### src/rtl/uart_pkg.sv
// Shared UART definitions: transmitter states, frame geometry and the ASCII
// codes exchanged with the binary-to-ASCII serializer.
package uart_pkg;

  typedef enum logic [1:0] {
    TX_IDLE,
    TX_START,
    TX_DATA,
    TX_STOP
  } tx_state_e;

  localparam int TICKS_PER_BIT = 16;
  localparam int DATA_BITS     = 8;

  localparam logic [7:0] ASCII_0  = 8'h30;
  localparam logic [7:0] ASCII_1  = 8'h31;
  localparam logic [7:0] ASCII_CR = 8'h0D;
  localparam logic [7:0] ASCII_LF = 8'h0A;

endpackage

### src/rtl/sync_fifo.sv
// Single-clock FIFO with a combinational read port. Fullness and emptiness
// are judged on the pre-edge count, so a pop never makes room for a push on the same edge.
module sync_fifo #(
  parameter  int WIDTH = 8,
  parameter  int DEPTH = 64,
  localparam int AW    = $clog2(DEPTH)
) (
  input  logic             clk,
  input  logic             rst_n,
  input  logic             push,
  input  logic             pop,
  input  logic [WIDTH-1:0] din,
  output logic [WIDTH-1:0] dout,
  output logic             full,
  output logic             half_full,
  output logic             empty,
  output logic [AW:0]      count
);

  localparam logic [AW:0] CNT_FULL = (AW+1)'(DEPTH);
  localparam logic [AW:0] CNT_HALF = (AW+1)'(DEPTH / 2);

  logic [WIDTH-1:0] mem_q [DEPTH];
  logic [AW-1:0]    wptr_q, wptr_d;
  logic [AW-1:0]    rptr_q, rptr_d;
  logic [AW:0]      count_q, count_d;
  logic             do_push, do_pop;

  always_comb begin
    full      = (count_q == CNT_FULL);
    half_full = (count_q >= CNT_HALF);
    empty     = (count_q == '0);
    count     = count_q;
    dout      = mem_q[rptr_q];
    do_push   = push & ~full;
    do_pop    = pop & ~empty;
    wptr_d    = do_push ? wptr_q + 1'b1 : wptr_q;
    rptr_d    = do_pop  ? rptr_q + 1'b1 : rptr_q;
    count_d   = count_q;
    case ({do_push, do_pop})
      2'b10:   count_d = count_q + 1'b1;
      2'b01:   count_d = count_q - 1'b1;
      default: count_d = count_q;
    endcase
  end

  always_ff @(posedge clk or negedge rst_n) begin
    if (!rst_n) begin
      wptr_q  <= '0;
      rptr_q  <= '0;
      count_q <= '0;
    end else begin
      wptr_q  <= wptr_d;
      rptr_q  <= rptr_d;
      count_q <= count_d;
    end
  end

  // Storage carries no reset; stale entries are unreachable once the pointers clear.
  always_ff @(posedge clk) begin
    if (do_push) mem_q[wptr_q] <= din;
  end

endmodule

### src/rtl/uart_tx_buffered.sv
// Buffered 8N1 UART transmitter: a FIFO absorbs byte bursts and a baud-tick
// driven FSM shifts each byte out LSB-first, back-to-back while data remains.
module uart_tx_buffered
  import uart_pkg::*;
#(
  parameter  int DEPTH = 64,
  localparam int AW    = $clog2(DEPTH)
) (
  input  logic       clk,
  input  logic       rst_n,
  input  logic       en_16_x_baud,
  input  logic [7:0] data_in,
  input  logic       write_buffer,
  output logic       serial_out,
  output logic       buffer_full,
  output logic       buffer_half_full,
  output logic       buffer_data_present,
  output logic       tx_busy,
  output logic       overflow
);

  localparam logic [3:0] TICK_LAST = 4'(TICKS_PER_BIT - 1);
  localparam logic [2:0] BIT_LAST  = 3'(DATA_BITS - 1);

  tx_state_e   state_q, state_d;
  logic [3:0]  tick_q, tick_d;
  logic [2:0]  bit_q, bit_d;
  logic [7:0]  shift_q, shift_d;
  logic        serial_q, serial_d;
  logic        overflow_q, overflow_d;
  logic        fifo_pop, fifo_full, fifo_half, fifo_empty;
  logic [7:0]  fifo_dout;
  logic [AW:0] fifo_count;

  sync_fifo #(
    .WIDTH (8),
    .DEPTH (DEPTH)
  ) u_fifo (
    .clk       (clk),
    .rst_n     (rst_n),
    .push      (write_buffer),
    .pop       (fifo_pop),
    .din       (data_in),
    .dout      (fifo_dout),
    .full      (fifo_full),
    .half_full (fifo_half),
    .empty     (fifo_empty),
    .count     (fifo_count)
  );

  always_comb begin
    state_d    = state_q;
    tick_d     = tick_q;
    bit_d      = bit_q;
    shift_d    = shift_q;
    fifo_pop   = 1'b0;
    overflow_d = overflow_q | (write_buffer & fifo_full);
    if (en_16_x_baud) begin
      case (state_q)
        TX_IDLE: begin
          if (!fifo_empty) begin
            fifo_pop = 1'b1;
            shift_d  = fifo_dout;
            tick_d   = '0;
            state_d  = TX_START;
          end
        end
        TX_START: begin
          tick_d = tick_q + 1'b1;
          if (tick_q == TICK_LAST) begin
            bit_d   = '0;
            state_d = TX_DATA;
          end
        end
        TX_DATA: begin
          tick_d = tick_q + 1'b1;
          if (tick_q == TICK_LAST) begin
            shift_d = {1'b0, shift_q[7:1]};
            if (bit_q == BIT_LAST) state_d = TX_STOP;
            else                   bit_d   = bit_q + 1'b1;
          end
        end
        TX_STOP: begin
          tick_d = tick_q + 1'b1;
          if (tick_q == TICK_LAST) begin
            // Chain straight into the next start bit so a burst leaves no idle gap.
            if (!fifo_empty) begin
              fifo_pop = 1'b1;
              shift_d  = fifo_dout;
              state_d  = TX_START;
            end else begin
              state_d  = TX_IDLE;
            end
          end
        end
        default: state_d = TX_IDLE;
      endcase
    end
    // Line level is registered from the next state so the pin never glitches.
    case (state_d)
      TX_START: serial_d = 1'b0;
      TX_DATA:  serial_d = shift_d[0];
      default:  serial_d = 1'b1;
    endcase
  end

  always_ff @(posedge clk or negedge rst_n) begin
    if (!rst_n) begin
      state_q    <= TX_IDLE;
      tick_q     <= '0;
      bit_q      <= '0;
      serial_q   <= 1'b1;
      overflow_q <= 1'b0;
    end else begin
      state_q    <= state_d;
      tick_q     <= tick_d;
      bit_q      <= bit_d;
      serial_q   <= serial_d;
      overflow_q <= overflow_d;
    end
  end

  always_ff @(posedge clk) begin
    shift_q <= shift_d;
  end

  always_comb begin
    serial_out          = serial_q;
    buffer_full         = fifo_full;
    buffer_half_full    = fifo_half;
    buffer_data_present = (fifo_count != '0);
    tx_busy             = (state_q != TX_IDLE);
    overflow            = overflow_q;
  end

endmodule

### config.mk
export PLATFORM = sky130hd
export DESIGN_NAME = uart_tx_buffered
export DESIGN_NICKNAME = d
export VERILOG_FILES = /design/src/rtl/uart_pkg.sv /design/src/rtl/sync_fifo.sv /design/src/rtl/uart_tx_buffered.sv
export SDC_FILE = /design/constraint.sdc
export NUM_CORES = 1
export LEC_CHECK = 0
export ABC_CLOCK_PERIOD_IN_PS = 3600
export CAP_MARGIN = 20
export CORE_UTILIZATION = 55
export CTS_CLUSTER_DIAMETER = 100
export DETAILED_ROUTE_END_ITERATION = 12
export HOLD_SLACK_MARGIN = 0.15
export PLACE_DENSITY = 0.71
export RECOVER_POWER = 50
export SLEW_MARGIN = 20
export SYNTH_ARGS = -nofsm -noshare
export SYNTH_HDL_FRONTEND = slang
export SYNTH_SLANG_ARGS = --single-unit
### constraint.sdc
create_clock -name clk -period 3.6 [get_ports clk]
set_clock_uncertainty 0.1 [all_clocks]
set_input_delay 0.36 -clock clk [delete_from_list [all_inputs] [get_ports clk]]
set_output_delay 0.36 -clock clk [all_outputs]
set_load 0.01 [all_outputs]
After elaboration in Yosys (flattened, before gate mapping)

Memory sizes are Yosys's and may differ from the RTL's.
Cells that the tools add are included.

Bits in registers: 38
Bits in writable memories: 512
Bits of input ports: 12
Memories kept: 1

Add/sub/neg operators: 6
$lt $le $gt $ge: 1
Eq/ne operators: 15
Muxes and demuxes: 27
Bitwise gates (word level): 6
Reduce and logical (&&, ||, !) cells: 11

Memory list:

| name         | words | width | rd ports | clocked after Yosys merged registers in | wr ports | line            | source |
|---|---|---|---|---|---|---|---|
| u_fifo.mem_q | 64    | 8     | 1        | 0                                       | 1        | sync_fifo.sv:23 | `logic [WIDTH-1:0] mem_q [DEPTH];` |

Operators with widths:

| operator                                                           | number |
|---|---|
| two-way mux 8 bit                                                  | 3 |
| one-hot mux 8 bit (3 select lines)                                 | 1 |
| one-hot mux 7 bit (2 select lines)                                 | 1 |
| adder 6 x 1 -> 6 bit (second input constant)                       | 2 |
| two-way mux 2 bit                                                  | 6 |
| != test 2 bit (second input constant)                              | 5 |
| two-way mux 3 bit                                                  | 3 |
| == test 2 bit (second input constant)                              | 4 |
| one-hot mux 2 bit (4 select lines)                                 | 1 |
| one-hot mux 4 bit (2 select lines)                                 | 1 |
| adder 7 x 1 -> 7 bit (second input constant)                       | 1 |
| == test 7 bit (second input constant)                              | 1 |
| greater-or-equal comparator 7 x 6 -> 1 bit (second input constant) | 1 |
| zero test 7 bit                                                    | 1 |
| two-way mux 1 bit                                                  | 7 |
| nonzero test 7 bit                                                 | 1 |
| subtractor 7 x 1 -> 7 bit (second input constant)                  | 1 |
| == test 2 x 1 -> 1 bit (second input constant)                     | 3 |
| one-hot mux 3 bit (2 select lines)                                 | 1 |
| nonzero test 2 bit                                                 | 3 |
| AND reduction 5 bit                                                | 1 |
| adder 4 x 1 -> 4 bit (second input constant)                       | 1 |
| == test 4 bit (second input constant)                              | 1 |
| two-way mux 4 bit                                                  | 1 |
| 11 further kinds                                                   | 15 |

Logic depth before layout (Yosys ltp)

Depth in word-level cells: 8
Depth in mapped cells: 14
Depth with buffers taken out: 13

Modules after synthesis

A second synthesis with hierarchy kept.

Cell total of the unflattened synthesis: 1176
Area, all modules: 22285.1 um^2

By module, submodules not included:

| module           | instances | cells each | area an instance (um^2) | seq. area each (um^2) |
|---|---|---|---|---|
| sync_fifo        | 1         | 1052       | 21090.2                 | 15850.2 |
| uart_tx_buffered | 1         | 124        | 1194.9                  | 506.7 |

Worst setup path after synthesis

OpenSTA, ideal clock, no wires.

Kind: reg-to-reg
Start point: register state_q[0]
End point: register u_fifo.count_q[6] (netlist: u_fifo.count[6])
Setup time: 0.079 ns
Arrival: 3.127 ns
Setup slack: 0.294 ns
Stages on the path, launching flop included: 12
Buffers on the path: 0
Cell sequence: dfrtp_1 > ha_1 > a41oi_1 > nor4b_2 > ha_1 > ha_1 > nor2b_1 > o21ai_0 > a21boi_0 > or4_1 > nand3_1 > xor2_1

Longest elaborated chain between the ends: 6
Elaborated cells on any way between the ends: 9

RTL lines:

| item                                                                     | line                    | source |
|---|---|---|
| start: declaration                                                       | uart_tx_buffered.sv:25  | `tx_state_e state_q, state_d;` |
| start signal: assignment                                                 | uart_tx_buffered.sv:115 | `state_q <= state_d;` |
| == test 2 bit or zero test 2 bit (tied branches)                         | uart_tx_buffered.sv:59  | `case (state_q)` |
| one-hot mux 1 bit (2 select lines) (*)                                   | uart_tx_buffered.sv:59  |  |
| two-way mux 1 bit (*)                                                    | uart_tx_buffered.sv:58  | `if (en_16_x_baud) begin` |
| bitwise AND 1 bit (*)                                                    | sync_fifo.sv:36         | `do_pop = pop & ~empty;` |
| via u_fifo.do_pop                                                        | sync_fifo.sv:27         | `logic do_push, do_pop;` |
| == test 2 x 1 -> 1 bit or == test 2 bit (tied branches)                  | sync_fifo.sv:40         | `case ({do_push, do_pop})` |
| one-hot mux 7 bit (2 select lines) or nonzero test 2 bit (tied branches) | --                      |  |
| end signal: assignment                                                   | sync_fifo.sv:55         | `count_q <= count_d;` |
| end: declaration                                                         | sync_fifo.sv:26         | `logic [AW:0] count_q, count_d;` |

The timed path passes the listed nets; every way through them passes the cells marked *.
A chain may end at the register's enable or synchronous reset.

Worst setup path in the final report

Start point: register u_fifo.count_q[0] (netlist: u_fifo.count[0])
End point: output buffer_data_present

Longest elaborated chain between the ends: 1

RTL lines:

| item               | line                    | source |
|---|---|---|
| nonzero test 7 bit | uart_tx_buffered.sv:131 | `buffer_data_present = (fifo_count != '0);` |
| end: declaration   | uart_tx_buffered.sv:17  | `output logic buffer_data_present,` |

No other way between the ends.

==> summary.txt <==
Critical path
  • CP Class: register to primary output
  • CP startpoint kind: register
  • Crit path DAT: 2950 ps
  • Crit. End Element: primary output
  • CP max FO: 10
  • CP startpoint: u_fifo.count[0]
  • R2R Path Start: state_q[0]
  • WP data required: 3140 ps

Clocking
  • CTS tree: built
  • CTS max path bufs: 3
  • Reg clk slew, reported paths: 60 ps
  • CTS Buf Count: 54
  • Root buf cell: clkbuf_16
  • Worst skew pair latency: 610 ps
  • H-tree depth reported by CTS: 2
  • Num Clock Sinks: 550

STA
  • Fin crit share: 0.947
  • Min Tclk post-route: 3410 ps
  • Worst-margin pin slew: 2640 ps
  • Fin. Hold Viols: 0
  • Rel. slew slack: -0.758
  • Final setup viols: 0
  • Slew Viols, Final: 347
  • Fmax achieved: 293 MHz

Finish
  • Area of the multi-input gates: 5350 µm²
  • Area delta synth->final: 13.5%
  • Register area: 16400 µm²
  • Share of layout cells above drive strength 1: 0.208
  • Final std cells w/o fill: 1884
  • Fill cell count: 2754
  • Nets: 1345
  • Final core utilization: 0.632
  • Inserted Diodes: 0
  • Commonest cells after routing, fill and taps aside: edfxtp_1, buf_4, nor2_1
  • Most common cell after layout, fill and taps aside: edfxtp_1

Placed design
  • Port Buffers: 17
  • Placed cells: 1781
  • Final GP Congestion: 0.909
  • Dpl hpwl: 31600 µm

Yosys
  • Synthesis Warnings: 0
  • Largest cells by area after synthesis: edfxtp_1, mux4_2, dfrtp_1, mux2i_1, nor2_1
  • Sequential-to-total area share from yosys stat: 0.740
  • Post-Syn Nets: 1218
  • Yosys top cell by area: edfxtp_1
  • Post-synthesis cell count: 1188
  • Mapped cell area: 22100 µm²
  • Synth cell types: 63
  • Yosys top cell area share: 0.705
  • Avg Cell Area, Syn: 18.6 µm²
  • Number of flops mapped to enable cells by yosys: 519
  • Post-synthesis async set-or-reset flop share: 0.0545
  • Main synth FF type: edfxtp_1
  • Synth Register Bits: 550

Pwr
  • Leakage power: 8.40 nW
  • Worst vdd ir: 0.425 mV
  • Switching power: 5.80 mW
  • Sw Share: 0.313
  • Sequential group share of total power: 0.430
  • Design internal power: 12.7 mW
  • Clock power frac: 0.286
  • Combinational power share: 0.284
  • Cell Pwr Density: 738 nW/µm²

Die
  • Die W: 203 µm
  • Rows: 73
  • Die ar.: 41000 µm²
  • Core Area: 39700 µm²
  • # IOs: 18
  • Initial Util: 0.557
  • Die height: 203 µm

Global route
  • Global route overflow: 0
  • First-pass GRT wire length: 74500 µm
  • Antenna violations before repair: 1
  • Vias in the first global route: 11600
  • Gr usage total: 0.251
  • Largest net degree at the start of global routing: 56

Run status
  • Status: complete, but fails checks
  • Failing checks: capacitance limit, slew limit

Detailed routing
  • Routed vias/inst: 6.23
  • Routed via count: 11700
  • WL/cell: 26.5 µm
  • Drc violations: 0
  • DRT Pass-1 Iters: 6
  • Total routed wirelength: 50000 µm
  • Routed Antenna Nets: 0
  • DR iter-0 viols: 1422

Worst hold path
  • Hold path start: write_buffer
  • Min-delay worst type: input port to register

Job
  • Max-cap viol count: 8
## registers in the layout (all words and copies together) (netlist names)
register and count:
u_fifo.wptr_q 6, state_q 2, u_fifo.mem_q 512, u_fifo.count 7
tick_q 4, u_fifo.rptr_q 6, bit_q 3, overflow 1
shift_q 8, serial_out 1
## critical path: stages (launching register included)
cell and delay, ps:
dfrtp_1 420, nor4_2 300, and2_1 210, clkbuf_1 530, inv_1 330, clkdlybuf4s50_1 560
## routing by layer
layer  part of all wire  track usage  up-vias
li1                   -            -     5080
met4              0.030       0.0894        2
met5            0.00024            0        -
met2               0.47        0.386      536
met1               0.42        0.366     6012
met3              0.083       0.0422      102
## power by group through the flow
stage / sequential, mW / clock (mW) / combinational [mW]
finish: 7.97 / 5.31 / 5.26
global route: 8.00 / 5.62 / 5.58
CTS: 7.94 / 5.38 / 5.25
detailed placement: 8.07 / 0 / 5.23
global placement: 8.05 / 0 / 5.16
floorplan: 7.68 / 0 / 3.78
## final timing paths
path                       slack [ps]  cells after the start             endpoint
max                               190                      5  buffer_data_present
min                               290                      2             overflow
max reg2reg                       240                     11      u_fifo.count[6]
min reg2reg                       350                      1             overflow
max in group asynchronous        1820                      3             bit_q[2]
min in group asynchronous         430                      2      u_fifo.count[4]
## synthesized netlist by cell type (7+ instances only)
library cell / instances
xnor2_1: 10
nor3_1: 7
o21ai_0: 21
a21oi_1: 29
clkbuf_1: 24
nor2_1: 90
ha_1: 17
o221ai_1: 13
nand3_1: 22
buf_2: 19
nand2_1: 33
buf_4: 8
inv_1: 18
nor2b_1: 8
mux4_1: 12
dfrtp_1: 29
a221oi_1: 7
a22oi_1: 22
edfxtp_1: 519
mux2i_1: 70
mux2_2: 11
o22ai_1: 12
mux4_2: 82
## stage by stage
stage | hold WS, ps | setup WS (ps) | TNS (ps) | power, mW | area [µm²]
after global placement | 339 | 273 | 0 | 13.2 | 23500
after CTS | 180 | 205 | 0 | 18.6 | 25100
after detailed placement | 345 | 240 | 0 | 13.3 | 23500
after global routing | 293 | -118 | -118 | 19.2 | 25100
final | 287 | 191 | 0 | 18.5 | 25100
after floorplan | -35.6 | 294 | 0 | 11.5 | 22100
## repair_timing
action | in CTS | in global routing
hold endpoints to repair | 0 | 29
endpoints found under the setup margin | 0 | 1
setup buffers | 0 | 2
hold buffers | 0 | 1
gates resized for setup | 0 | 2
## layout make-up
cell class	instances	share of cell area
clock inverter	32	0.00947
multi-input combinational	557	0.213
inverter	18	0.00269
clock buffer	68	0.0563
sequential	550	0.652
timing repair buffer	134	0.0400
tap	525	0.0262
## cell families (layout without fill, tap and decap cells)
kind of cell	count (synthesis)	count (layout)	share of synthesized area
fa+ha+maj	18	18	0.0105
mux	175	175	0.135
buf+inv	81	252	0.0190
simple gates	194	194	0.0407
compound gates	156	156	0.0496
xor+xnor	14	14	0.00554
flops	550	550	0.740
Power figures use the tool's default switching activity.
